===== config.mk =====
export PLATFORM = sky130hd
export DESIGN_NAME = multicycle_controller
export DESIGN_NICKNAME = d
export VERILOG_FILES = /design/src/rtl/multicycle_controller.sv
export SDC_FILE = /design/constraint.sdc
export NUM_CORES = 1
export LEC_CHECK = 0
export ABC_AREA = 1
export ABC_CLOCK_PERIOD_IN_PS = 1500
export CORE_UTILIZATION = 37
export CTS_CLUSTER_DIAMETER = 100
export DETAILED_ROUTE_END_ITERATION = 8
export GPL_ROUTABILITY_DRIVEN = 0
export PLACE_DENSITY = 0.8
export SETUP_SLACK_MARGIN = 0.1
export SLEW_MARGIN = 20
export SYNTH_ARGS = -nofsm -noshare
export SYNTH_HDL_FRONTEND = slang
export SYNTH_SLANG_ARGS = --single-unit
export TNS_END_PERCENT = 30

===== constraint.sdc =====
create_clock -name clk -period 1.5 [get_ports clk]
set_input_delay 0.225 -clock clk [delete_from_list [all_inputs] [get_ports clk]]
set_output_delay 0.225 -clock clk [all_outputs]
set_load 0.005 [all_outputs]

===== src/rtl/multicycle_controller.sv =====
// multicycle_controller: multicycle FSM control unit with NZCV flag register and condition gating
module multicycle_controller #(
  parameter int INSTR_W = 18,
  parameter int COND_LSB = 14,
  parameter int OP_LSB = 12,
  parameter int FUNCT_LSB = 8
) (
  input  logic               clk,
  input  logic               reset,
  input  logic [INSTR_W-1:0] Instr,
  input  logic [3:0]         ALUFlags,
  input  logic               MemReady,
  output logic               PCWrite,
  output logic               IRWrite,
  output logic               RegWrite,
  output logic               MemWrite,
  output logic               AdrSrc,
  output logic               ALUSrcA,
  output logic [1:0]         ALUSrcB,
  output logic [1:0]         ResultSrc,
  output logic [1:0]         ALUControl,
  output logic [1:0]         ImmSrc,
  output logic [1:0]         RegSrc,
  output logic [3:0]         Flags,
  output logic [3:0]         State
);
  typedef enum logic [3:0] {
    FETCH = 4'd0, DECODE = 4'd1, MEMADR = 4'd2, MEMREAD = 4'd3, MEMWB = 4'd4,
    MEMWRITE = 4'd5, EXECR = 4'd6, EXECI = 4'd7, ALUWB = 4'd8, BRANCH = 4'd9
  } state_t;
  state_t state, next;
  logic [3:0] cond, funct;
  logic [1:0] op;
  logic cond_ok, cond_ex, n, z, c, v, cmp, exec, fetch_dec, unused_instr;
  assign cond = Instr[COND_LSB +: 4];
  assign op = Instr[OP_LSB +: 2];
  assign funct = Instr[FUNCT_LSB +: 4];
  assign unused_instr = ^Instr;
  assign {n, z, c, v} = Flags;
  assign cmp = op == 2'b11;
  assign exec = state == EXECR || state == EXECI;
  assign fetch_dec = state == FETCH || state == DECODE;
  always_comb begin
    case (cond)
      4'b0000: cond_ok = z;
      4'b0001: cond_ok = !z;
      4'b0010: cond_ok = c;
      4'b0011: cond_ok = !c;
      4'b0100: cond_ok = n;
      4'b0101: cond_ok = !n;
      4'b0110: cond_ok = v;
      4'b0111: cond_ok = !v;
      4'b1000: cond_ok = c && !z;
      4'b1001: cond_ok = !c || z;
      4'b1010: cond_ok = n == v;
      4'b1011: cond_ok = n != v;
      4'b1100: cond_ok = !z && n == v;
      4'b1101: cond_ok = z || n != v;
      4'b1110: cond_ok = 1'b1;
      default: cond_ok = 1'b0;
    endcase
  end
  always_comb begin
    case (state)
      FETCH:        next = MemReady ? DECODE : FETCH;
      DECODE:       next = op == 2'b01 ? MEMADR : op == 2'b10 ? BRANCH : funct[3] ? EXECI : EXECR;
      MEMADR:       next = funct[0] ? MEMREAD : MEMWRITE;
      MEMREAD:      next = MemReady ? MEMWB : MEMREAD;
      MEMWRITE:     next = (MemReady || !cond_ex) ? FETCH : MEMWRITE;
      EXECR, EXECI: next = cmp ? FETCH : ALUWB;
      default:      next = FETCH;
    endcase
  end
  always_ff @(posedge clk) begin
    if (reset) begin
      state <= FETCH;
      Flags <= '0;
      cond_ex <= 1'b0;
    end else begin
      state <= next;
      if (state == DECODE) cond_ex <= cond_ok;
      if (exec && cond_ex && (funct[0] || cmp)) Flags <= ALUFlags;
    end
  end
  // write enables are masked during reset so an aborted instruction leaves no side effects
  assign IRWrite = !reset && state == FETCH && MemReady;
  assign PCWrite = !reset && (state == FETCH ? MemReady : state == BRANCH && cond_ex);
  assign RegWrite = !reset && (state == MEMWB || state == ALUWB) && cond_ex;
  assign MemWrite = !reset && state == MEMWRITE && cond_ex;
  assign AdrSrc = state == MEMREAD || state == MEMWRITE;
  assign ALUSrcA = fetch_dec;
  assign ALUSrcB = fetch_dec ? 2'b10 : (state == MEMADR || state == EXECI || state == BRANCH) ? 2'b01 : 2'b00;
  assign ResultSrc = (state == FETCH || state == BRANCH) ? 2'b10 : state == MEMWB ? 2'b01 : 2'b00;
  assign ALUControl = !exec ? 2'b00 : cmp ? 2'b01 : funct[2:1];
  assign ImmSrc = op;
  assign RegSrc = {op == 2'b01, op == 2'b10};
  assign State = state;
endmodule


==> metrics.txt, run 1 <==
critical path class=flip-flop to output port; Worst Tran Pin Value=0.317 ns; Hold Crit Class=input pin to flip-flop; GR Util met2=47.5%; largest net degree at the start of global routing=8; CTS Buf Count=3; TritonCTS clock tree=yes; Yosys warnings=0; die footprint=2400 um2; row count=16; CP top delay family=flip-flops; Sw Share=39.7%; Psw=393 uW; total congestion overflow=0; CP Cell Sequence=nor2_4, inv_2, nor3_4, inv_2, o311ai_2, buf_2; final core occ=76.2%; final period utilization=108%; H-tree depth=1; share of cells above drive strength 1=36.0%; drt total wl=3420 um; Max FO, Critical Path=4; Yosys top cell area share=22.0%; Peak supply drop=0.563 mV; Pwr Total=988 uW; post-synthesis cell area=818 um2; number of max-cap violations=0; first-pass GRT wire length=4730 um; Final min period=1.61 ns; Post-Syn Area per Cell=5.60 um2; CTS clk-pin slew, worst paths=0.08 ns; # diodes=0; die extent in x=49.0 um; clock tree buffer depth=2; Slowest-stage cell, CP=dfxtp_4; Arrival @ worst endpoint=1.39 ns; clock latency at the later pin of the worst-skew pair=0.29 ns; drt drc=0; Initial Utilization=40.5%; Die Height=49.0 um; CP Capture Type=output port; per-cell routed wire length=14.4 um; commonest cells after routing, fill and taps aside=nand2_1, nor2_1, clkdlybuf4s50_1, buf_4, inv_1; drt pass-1 iters=4; status=finished with violations; M3 GR Usage=1.25%; Netlist cell types=19; Seq/Total Area, Yosys=22.0%; I/O Pins=49; Logic pwr share=49.1%; Leakage=0.000800 uW; normalized max-slew margin=78.8%; CP most frequent cell=inv_2; Critical path buffers and inverters=3; Final HPWL DP=2250 um; max-slew violations=0; failing checks=setup timing; DR vias=1210; gr usage total=25.7%; post-synthesis cell count=146; Critical Path RT=1.27 ns; Int Power=595 uW; GR Layer Usage met1=27.6%; core area=2020 um2; final hold vios=0; clock power share=22.5%; initial DRC count=39; Place WS=-0.374 ns; CP max stage delay=0.38 ns; ranking of synthesized cells by area=dfxtp_1, nand2_1, nor2_1; Syn Nets=175; Pwr Density=641 nW/um2; gr busiest metal=met2; via/cell ratio=5.08; I/O Buffers=40; CP startpoint kind=flip-flop; Final ANT Viol Nets=0; final setup fails=5; initial antenna violation count=0; Finished Cell Area=1540 um2; CTS root buf=clkbuf_4; layout net count=241; Num Clock Sinks=9; post-synth top area cell=dfxtp_1; Yosys reg bits=9; Seq pwr share=28.4%; layout overhead on the synthesized area=88.4%; max frequency=620 MHz; final worst clock skew=0.000663 ns; Final WS setup=-0.113 ns; placed instance area=1410 um2; commonest non-fill, non-tap cell in the layout=nand2_1; vias in the first global route=1137; worst hold margin=0.523 ns; unrepaired setup endpoints after global routing=true
power groups by stage:
stage          clock network [uW]  logic, uW  registers (uW)
2_1_floorplan                   0        162             275
3_3_place_gp                    0        418             273
3_5_place_dp                    0        430             275
4_1_cts                       203        418             275
5_1_grt                       232        519             282
6_report                      222        485             280
timing repair:
item | in CTS | in global routing
hold buffers | 0 | 0
pin swaps | 9 | 12
buffers inserted | 0 | 1
endpoints found under the setup margin | 25 | 24
gates resized for setup | 70 | 35
synthesized netlist by cell type:
cell      count
nor2_1       25
clkbuf_1      1
nand2_2       1
nand2_1      37
nor3_2        2
o22ai_1       1
nor3_1        3
o311ai_0      1
buf_4         3
ha_1          4
a21oi_1       9
dfxtp_1       9
inv_2         3
a211oi_1      2
nor2_2        3
nand3b_1      1
nand3_1      10
inv_1        24
o21ai_0       7
cell type report:
class / count / area [um2]
multi-input cells: 106 / 614
repair buffers: 65 / 554
fillers: 147 / 480
flip-flops and latches: 9 / 203
inverters: 27 / 109
well taps: 27 / 33.8
clock buffers: 3 / 22.5
clock inverters: 1 / 5.00
state kept, by name, summed over array words and instances (netlist names):
| signal | count |
|---|---|
| Flags | 4 |
| cond_ex | 1 |
| State | 4 |
per-stage QoR:
stage / TNS, ns / instances
finish: -0.251 / 238
global route: -0.596 / 238
CTS: -0.172 / 237
detailed placement: -4.12 / 233
global placement: -3.34 / 233
floorplan: 0 / 146
worst reg2reg max path, cell delays in order, from the launching register on:
cell and delay, ns:
dfxtp_4 0.38, nor2_4 0.17, buf_4 0.14, nand3_2 0.08, buf_4 0.16, o21ai_0 0.21
nor3_1 0.09, nor2_1 0.10
per-layer routing:
layer	wire [um]	part of all wire (%)	vias to the layer above
met5	0	0	-
met4	149	4.4	0
met3	149	4.4	15
met2	1760	51	54
met1	1360	40	553
li1	-	-	588
cell families after synthesis:
kind of cell	after synthesis	synth area share [%]
adders and majority gates	4	6.12
DFF	9	22.0
AOI/OAI and AO/OA	20	13.5
and+or+nand+nor	82	42.8
buffers and inverters	31	15.6
path summary, 6_finish.rpt:
check | slack, ns | start | depth (start not counted) | to
worst max register to register | 0.10 | State[3] | 7 | State[2]
worst min-delay path | 0.52 | ALUFlags[2] | 3 | Flags[2]
worst min register to register | 0.54 | Flags[2] | 2 | Flags[2]
worst max-delay path | -0.11 | State[3] | 6 | ALUSrcB[0]
Power figures use the tool's default switching activity.
==> run 2: changes to the inputs <==
--- a/config.mk
+++ b/config.mk
@@ -9,6 +9,7 @@
 export ABC_CLOCK_PERIOD_IN_PS = 1500
 export CORE_UTILIZATION = 37
 export CTS_CLUSTER_DIAMETER = 100
+export CTS_CLUSTER_SIZE = 28
 export DETAILED_ROUTE_END_ITERATION = 8
 export GPL_ROUTABILITY_DRIVEN = 0
 export PLACE_DENSITY = 0.8
==> results of run 2 <==
Same layout as run 1: the final DEF is identical, and so are final timing and power.
